### src/rtl/difficulty_encoder_pkg.sv
// Shared difficulty-code definitions: widths, FSM states and the
// saturate-to-code helper also used by the difficulty mapping side.
package difficulty_encoder_pkg;

  localparam int unsigned DIFF_CODE_W   = 4;
  localparam int unsigned DIFF_CODE_MAX = 15;
  localparam int unsigned HASH_W        = 256;

  typedef enum logic [1:0] {
    IDLE,
    SCAN,
    DONE
  } state_e;

  function automatic logic [DIFF_CODE_W-1:0] lz_to_code(input logic [8:0] lz);
    if (lz > 9'(DIFF_CODE_MAX)) begin
      return DIFF_CODE_W'(DIFF_CODE_MAX);
    end
    return lz[DIFF_CODE_W-1:0];
  endfunction

endpackage

### src/rtl/difficulty_encoder_lzc.sv
// Combinational leading-zero count of one hash word; an all-zero word
// yields WORD_W.
module leading_zero_count #(
  parameter int unsigned WORD_W = 32
) (
  input  logic [WORD_W-1:0]       word_i,
  output logic [$clog2(WORD_W):0] count_o
);

  // Scan LSB to MSB so the highest set bit is the last assignment to win.
  always_comb begin
    count_o = ($clog2(WORD_W) + 1)'(WORD_W);
    for (int unsigned i = 0; i < WORD_W; i++) begin
      if (word_i[i]) begin
        count_o = ($clog2(WORD_W) + 1)'(WORD_W - 1 - i);
      end
    end
  end

endmodule

### src/rtl/difficulty_encoder.sv
// Counts leading zeros of a streamed hash (MSW first) and encodes them as a
// 4-bit difficulty code. Optional best-code tracker: DIFFICULTY_BEST_EN.
module difficulty_encoder
  import difficulty_encoder_pkg::*;
#(
  parameter int unsigned WORDS  = 8,
  parameter int unsigned WORD_W = 32
) (
  input  logic                   clk,
  input  logic                   reset_n,
  input  logic [DIFF_CODE_W-1:0] target,
  input  logic                   in_valid,
  output logic                   in_ready,
  input  logic [WORD_W-1:0]      in_word,
  output logic                   out_valid,
  output logic [8:0]             out_lz,
  output logic [DIFF_CODE_W-1:0] out_code,
  output logic                   out_match,
  input  logic                   best_clr,
  output logic [DIFF_CODE_W-1:0] best_code
);

  localparam int unsigned BEAT_W = (WORDS > 1) ? $clog2(WORDS) : 1;
  localparam int unsigned CLZ_W  = $clog2(WORD_W) + 1;

  state_e                 state_q, state_d;
  logic [BEAT_W-1:0]      beat_q, beat_d;
  logic [8:0]             lz_q, lz_d;
  logic                   still_zero_q, still_zero_d;
  logic [DIFF_CODE_W-1:0] target_q, target_d;
  logic [8:0]             out_lz_q, out_lz_d;
  logic [DIFF_CODE_W-1:0] out_code_q, out_code_d;
  logic                   out_match_q, out_match_d;
  logic [CLZ_W-1:0]       clz;
  logic                   accept;

  leading_zero_count #(.WORD_W(WORD_W)) u_lzc (
    .word_i  (in_word),
    .count_o (clz)
  );

  always_ff @(posedge clk or negedge reset_n) begin
    if (!reset_n) begin
      state_q      <= IDLE;
      beat_q       <= '0;
      lz_q         <= '0;
      still_zero_q <= 1'b1;
      target_q     <= '0;
      out_lz_q     <= '0;
      out_code_q   <= '0;
      out_match_q  <= 1'b0;
    end else begin
      state_q      <= state_d;
      beat_q       <= beat_d;
      lz_q         <= lz_d;
      still_zero_q <= still_zero_d;
      target_q     <= target_d;
      out_lz_q     <= out_lz_d;
      out_code_q   <= out_code_d;
      out_match_q  <= out_match_d;
    end
  end

  always_comb begin
    state_d      = state_q;
    beat_d       = beat_q;
    lz_d         = lz_q;
    still_zero_d = still_zero_q;
    target_d     = target_q;
    out_lz_d     = out_lz_q;
    out_code_d   = out_code_q;
    out_match_d  = out_match_q;
    in_ready     = (state_q != DONE);
    out_valid    = (state_q == DONE);
    accept       = in_valid & in_ready;

    unique case (state_q)
      IDLE: begin
        if (accept) begin
          target_d     = target;
          lz_d         = 9'(clz);
          still_zero_d = (in_word == '0);
          beat_d       = BEAT_W'(1);
          state_d      = (WORDS == 1) ? DONE : SCAN;
        end
      end
      SCAN: begin
        if (accept) begin
          if (still_zero_q) begin
            lz_d = lz_q + 9'(clz);
          end
          still_zero_d = still_zero_q & (in_word == '0);
          beat_d       = beat_q + BEAT_W'(1);
          if (beat_q == BEAT_W'(WORDS - 1)) begin
            state_d = DONE;
          end
        end
      end
      DONE: begin
        state_d      = IDLE;
        beat_d       = '0;
        still_zero_d = 1'b1;
      end
      default: state_d = IDLE;
    endcase

    // Result registers load from the just-finished accumulation on DONE entry.
    if (state_d == DONE && state_q != DONE) begin
      out_lz_d    = lz_d;
      out_code_d  = lz_to_code(lz_d);
      out_match_d = (out_code_d >= target_d);
    end
  end

  assign out_lz    = out_lz_q;
  assign out_code  = out_code_q;
  assign out_match = out_match_q;

`ifdef DIFFICULTY_BEST_EN
  logic [DIFF_CODE_W-1:0] best_q, best_d;

  // A clear in the DONE cycle wins over capturing that frame's code.
  always_comb begin
    best_d = best_q;
    if (best_clr) begin
      best_d = '0;
    end else if (state_q == DONE && out_code_q > best_q) begin
      best_d = out_code_q;
    end
  end

  always_ff @(posedge clk or negedge reset_n) begin
    if (!reset_n) begin
      best_q <= '0;
    end else begin
      best_q <= best_d;
    end
  end

  assign best_code = best_q;
`else
  logic unused_best_clr;
  assign unused_best_clr = best_clr;
  assign best_code       = '0;
`endif

endmodule

### config.mk
export PLATFORM = sky130hd
export DESIGN_NAME = difficulty_encoder
export DESIGN_NICKNAME = d
export VERILOG_FILES = /design/src/rtl/difficulty_encoder_pkg.sv /design/src/rtl/difficulty_encoder_lzc.sv /design/src/rtl/difficulty_encoder.sv
export SDC_FILE = /design/constraint.sdc
export NUM_CORES = 1
export LEC_CHECK = 0
export CORE_ASPECT_RATIO = 0.6
export CORE_MARGIN = 1
export CORE_UTILIZATION = 56
export CTS_BUF_LIST = sky130_fd_sc_hd__clkbuf_4 sky130_fd_sc_hd__clkbuf_8
export DETAILED_ROUTE_END_ITERATION = 8
export GPL_TIMING_DRIVEN = 0
export PLACE_DENSITY_LB_ADDON = 0.05
export SYNTH_ARGS = -nofsm -noshare
export SYNTH_HDL_FRONTEND = slang
export SYNTH_SLANG_ARGS = --single-unit
### constraint.sdc
create_clock -name clk -period 9.5 [get_ports clk]
set_clock_uncertainty 0.15 [all_clocks]
set_input_delay 1.9 -clock clk [delete_from_list [all_inputs] [get_ports clk]]
set_output_delay 1.9 -clock clk [all_outputs]
set_load 0.05 [all_outputs]
**After elaboration in Yosys (flattened, before gate mapping)**

Cells that the tools add are included.

- Add/subtract/negate cells: 2
- Multipliers: 0
- Divide/modulo/power cells: 0
- Order comparisons: 2
- Equal/unequal tests: 7
- Shift-type cells: 0
- Muxes and demuxes: 53
- Bitwise gates (word level): 2
- Reductions and logical operators: 5

Operator list:

| cell | number |
|---|---|
| 6-bit two-way mux | 32 |
| 32-bit logical NOT | 1 |
| 9-bit two-way mux | 3 |
| 4-bit two-way mux | 5 |
| 9-bit case mux with 2 select lines | 1 |
| 9-bit by 6-bit adder with 9-bit output | 1 |
| 9-bit by 4-bit > comparator with 1-bit output, second input constant | 1 |
| 3-bit case mux with 3 select lines | 1 |
| 2-bit two-way mux | 3 |
| 3-bit two-way mux | 2 |
| 2-bit != test, second input constant | 3 |
| 2-bit == test, second input constant | 2 |
| 4-bit greater-or-equal comparator | 1 |
| 1-bit two-way mux | 4 |
| 2-bit case mux with 2 select lines | 1 |
| 3-bit by 1-bit adder with 3-bit output, second input constant | 1 |
| 3-bit == test, second input constant | 1 |
| 1-bit case mux with 3 select lines | 1 |
| 3-bit AND reduction | 1 |
| 3-bit nonzero test | 1 |
| 1-bit bitwise AND | 2 |
| 2-bit by 1-bit == test with 1-bit output, second input constant | 1 |
| 2-bit logical NOT | 1 |
| 1-bit logical AND | 1 |

- Flip-flop bits (word level): 33
- Bits in latches: 0
- Bits in writable memories: 0
- ROM bits: 0
- Output and inout port bits: 20
- Memories: 0

**Depth between registers and ports, before layout**

- Word-level depth: 42
- Depth in mapped cells: 24
- Gate-level depth less buffers: 23

**Modules after synthesis**

A second synthesis with hierarchy kept.

- Cell total of the unflattened synthesis: 290
- Area total of the unflattened synthesis: 2,447.3 um^2

By module, submodules not included:

| module | instances | cells each | area each (um^2) | sequential area each (um^2) |
|---|---|---|---|---|
| difficulty_encoder | 1 | 225 | 2,079.5 | 827.0 |
| leading_zero_count | 1 | 65 | 367.9 | 0.0 |

**Least setup slack after synthesis**

Ideal clock, no wire load.

- Path kind: in2reg
- Start: input in_word[22]
- End: register out_match_q, in the netlist out_match
- Data arrival time: 5,763 ps
- Path slack: 3,455 ps
- Cell stages on the path: 20
- Cell sequence: or4_1 nor3_1 a21oi_1 a211oi_1 ha_1 a21o_1 a2111oi_4 a221oi_2 and2_4 o311ai_4 a211oi_2 and4_1 buf_6 and2b_1 ha_1 nand2b_1 a21o_1 a21o_1 a21oi_1 o21ai_0

- Cells in the longest elaborated chain, start to end: 20
- Elaborated cells between the ends (all ways): 21
- Those cells by class: 1 x add/sub; 2 x order compare; 18 x mux

Ends and longest elaborated chain:

| element | RTL line | text |
|---|---|---|
| start: declaration | difficulty_encoder.sv:14 | `input logic [WORD_W-1:0] in_word,` |
| 6-bit two-way mux * (10 in a row) | difficulty_encoder_lzc.sv:14 | `if (word_i[i]) begin` |
| 9-bit by 6-bit adder with 9-bit output | difficulty_encoder.sv:90 | `lz_d = lz_q + 9'(clz);` |
| 9-bit two-way mux | difficulty_encoder.sv:89 | `if (still_zero_q) begin` |
| 9-bit two-way mux | difficulty_encoder.sv:88 | `if (accept) begin` |
| 9-bit case mux with 2 select lines * | difficulty_encoder.sv:77 | `unique case (state_q)` |
| via lz_d[5] | difficulty_encoder.sv:28 | `logic [8:0] lz_q, lz_d;` |
| 9-bit by 4-bit > comparator with 1-bit output * | difficulty_encoder_pkg.sv:16 | `if (lz > 9'(DIFF_CODE_MAX)) begin` |
| 1-bit two-way mux * | difficulty_encoder_pkg.sv:16 |  |
| 1-bit two-way mux * | difficulty_encoder.sv:108 | `if (state_d == DONE && state_q != DONE) begin` |
| 4-bit two-way mux * | difficulty_encoder_pkg.sv:19 | `return lz[DIFF_CODE_W-1:0];` |
| 4-bit two-way mux * | difficulty_encoder.sv:108 |  |
| 4-bit greater-or-equal comparator * | difficulty_encoder.sv:111 | `out_match_d = (out_code_d >= target_d);` |
| end signal: assignment | difficulty_encoder.sv:60 | `out_match_q <= out_match_d;` |
| end: declaration | difficulty_encoder.sv:33 | `logic out_match_q, out_match_d;` |

The timed path passes the listed nets; every way through them passes the cells marked *. The select of a mux whose other input is x is not followed.
A chain may end at the register's enable or synchronous reset.

**Final worst setup path**

- Start: input in_word[28]
- End: register out_match_q, in the netlist out_match

- Cells in the longest elaborated chain, start to end: 14
- Elaborated cells between the ends (all ways): 15
- Those cells by class: 1 x add/sub; 2 x order compare; 12 x mux

Ends and longest elaborated chain:

| element | RTL line |
|---|---|
| 6-bit two-way mux * (4 in a row) | difficulty_encoder_lzc.sv:14 |
| 9-bit by 6-bit adder with 9-bit output | difficulty_encoder.sv:90 |
| 9-bit two-way mux | difficulty_encoder.sv:89 |
| 9-bit two-way mux | difficulty_encoder.sv:88 |
| 9-bit case mux with 2 select lines * | difficulty_encoder.sv:77 |
| 9-bit by 4-bit > comparator with 1-bit output | difficulty_encoder_pkg.sv:16 |
| 1-bit two-way mux | difficulty_encoder_pkg.sv:16 |
| 1-bit two-way mux | difficulty_encoder.sv:108 |
| 4-bit two-way mux * | difficulty_encoder_pkg.sv:19 |
| 4-bit two-way mux * | difficulty_encoder.sv:108 |
| 4-bit greater-or-equal comparator * | difficulty_encoder.sv:111 |

Mark *: on every way between the ends. The rest lies on a longest branch, timed or not. The select of a mux whose other input is x is not followed.

==> results.cfg <==
[die]
num_rows = 18
dieWidth_um = 87.9
core-area_um2 = 4170
io_pins = 60
die-area_um2 = 4700
die_h_um = 53.5
initial_core_util_pct = 59.5

[drt]
drtAntennaViolNets = 0
drtIter0Drc = 127
drc = 0
routed_wl_um = 6110
vias = 2389
viasPerCell = 5.63
first_pass_iters = 5
wl_per_cell_um = 14.4

[global_routing]
grt_max_degree = 34
overflow = 0
antenna_found_initial = 0
grt_use_total_pct = 28.9
grt_pass1_vias = 2152
grt_first_pass_wirelength_um = 10000

[placed_design]
place_inst = 416
place_congestion = 0.856
post-place-ws_ns = 2.49
hpwl_um = 4790
place_area_um2 = 3100
io_buffers = 54

[synthesis]
synth_top_area_share_pct = 32.3
synthXorXnorAreaFrac_pct = 1.06
synthDistinctLibCells = 59
synth.area.top_cells = dfrtp_1 (32%), ha_1 (7.1%), nand2_1 (5.3%)
synth_compound_gate_area_share_pct = 22.7
ys_warn_count = 0
synthFlopType = dfrtp_1
synthMostInstantiatedCell = nand2_1
synthSimpleGateAreaFrac_pct = 24.2
ys_top_cells_by_count = nand2_1 (35), dfrtp_1 (32), inv_1 (27), nor2_1 (27), a21oi_1 (26)
ys_seq_area_share_pct = 33.4
avgSynthCellArea_um2 = 8.29
synthCells = 299
synth_mux_area_share_pct = 3.33
synth_edf_count = 0
synth_adder_area_share_pct = 8.33
synthArstFlopShare_pct = 100
netlist_area_um2 = 2480
yosysTopAreaCell = dfrtp_1
synth_top_family_by_area = simple AND/OR/NAND/NOR gates
synth_seq_cells = 33

[clock_tree]
clock_sinks = 33
cts.clk_slew.worst_paths_ns = 0.07
tritoncts = yes
cts_max_level = 2
cts_setup_buffers = 0
cts_buffers = 5
cts_root_buf = clkbuf_8
insertion_delay_ns = 0.29
post_cts_resized = 0
clock_path_buffers = 2
hold_buffers = 0

[timing]
fmax_mhz = 147
tightestPinTransition_ns = 0.734
finalSetupViolations = 0
period_share_pct = 71.7
drv_slew = 0
period_minus_slack_ns = 6.81
slew_headroom_pct = 51.0
final_hold_viol_count = 0
layout_setup_ws_ns = 2.69
tns_ns = 0
rsz0062_at_grt = false
whs_ns = 0.337

[power]
p_per_area_nw_per_um2 = 217
switching_power_uw = 310
comb_power_share_pct = 53.7
vdd_drop_max_uv = 226
clockPowerShare_pct = 15.3
finalPower_uw = 690
power.leakage_nw = 1.39
seqPwrFrac_pct = 31.0
swShare_pct = 45.0
internal_power_uw = 380

[setup_path]
worstSetupPathType = in2reg
cp-end-kind = flop
worstPathArrival_ns = 6.83
required_ns = 9.51
startpoint_type = input pin
crit_fanout = 8
r2r_cells = 19

[min_path]
hp-class = reg2reg
whs_path_depth = 2

[layout]
post-route-util_pct = 76.5
n_antenna_cell = 0
area_growth_syn_to_layout_pct = 28.6
drive_above_1_share_pct = 8.52
final_cells = 424
fin_area_um2 = 3190
num-nets-final = 418

[outcome]
status = complete, no violations

[job]
maxCapViolCount = 0
[registers in the layout, summed over array words and instances (netlist names)]
register / cells
out_code: 4
out_match: 1
state_q: 2
lz_q: 9
still_zero_q: 1
beat_q: 3
target_q: 4
out_lz: 9
[worst paths after layout]
| kind | endpoint | from | slack (ns) |
|---|---|---|---|
| max | out_match$_DFFE_PN0P_ | in_word[28] | 2.69 |
| min | target_q[3]$_DFF_PN0_ | target_q[3]$_DFF_PN0_ | 0.34 |
| max reg2reg | out_match$_DFFE_PN0P_ | state_q[0]$_DFF_PN0_ | 5.34 |
| min reg2reg | target_q[3]$_DFF_PN0_ | target_q[3]$_DFF_PN0_ | 0.34 |
| max in group asynchronous | lz_q[0]$_DFF_PN0_ | reset_n | 7.21 |
| min in group asynchronous | lz_q[5]$_DFF_PN0_ | reset_n | 1.52 |
[placed cells by master (no fill, tap or decap), types with 5 or more instances in the layout]
| cell | count |
|---|---|
| nand3_1 | 7 |
| mux2i_1 | 6 |
| nand2_1 | 35 |
| inv_1 | 27 |
| dfrtp_1 | 32 |
| clkbuf_1 | 6 |
| a21o_1 | 5 |
| ha_1 | 14 |
| nor2_1 | 27 |
| clkbuf_8 | 5 |
| clkdlybuf4s50_1 | 53 |
| a21oi_1 | 26 |
| nor3_1 | 16 |
| o21ai_0 | 21 |
| a211oi_1 | 5 |
[layer usage]
| layer | routed length, um | part of all wire, % | track usage [%] | vias up |
|---|---|---|---|---|
| met5 | 0 | 0 | 0 | - |
| met4 | 55 | 0.90 | 7.92 | 0 |
| met3 | 426 | 7.0 | 6.86 | 8 |
| met2 | 2520 | 41 | 41.5 | 88 |
| met1 | 3110 | 51 | 43.2 | 1099 |
| li1 | - | - | - | 1194 |
[layout make-up]
class	instances	area [um^2]
multi-input combinational	230	1490
fill	318	981
sequential	33	827
timing repair buffer	54	536
inverter	27	101
clock buffer	6	76.3
tap	60	75.1
buffer	12	68.8
clock inverter	2	10.0
[worst max-delay path, stage by stage]
cell and delay [ns]:
clkdlybuf4s50_1 0.46, nor4_1 0.64, nand2_1 0.29, nor3_2 0.46, ha_1 0.39, a21oi_1 0.45, nor2_1 0.12, mux2i_1 0.13
or3b_1 0.37, nand2_1 0.13, and4_1 0.23, buf_6 0.14, and2b_1 0.14, ha_1 0.22, nand2b_1 0.14, a21o_1 0.19
a21o_1 0.18, a21oi_1 0.15, o21ai_0 0.09
[power groups by stage]
stage	sequential, mW	clock [mW]	combinational, mW
5_1_grt	0.218	0.113	0.411
2_1_floorplan	0.279	0	0.186
3_5_place_dp	0.216	0	0.368
4_1_cts	0.213	0.108	0.372
3_3_place_gp	0.214	0	0.357
6_report	0.214	0.106	0.371
[logic make-up after synthesis]
logic type,Yosys count
other cells,1
buf+inv,39
flops,33
fa+ha+maj,16
xor+xnor,3
mux,8
compound gates,81
simple gates,118
(Power assumes the default switching activity.)
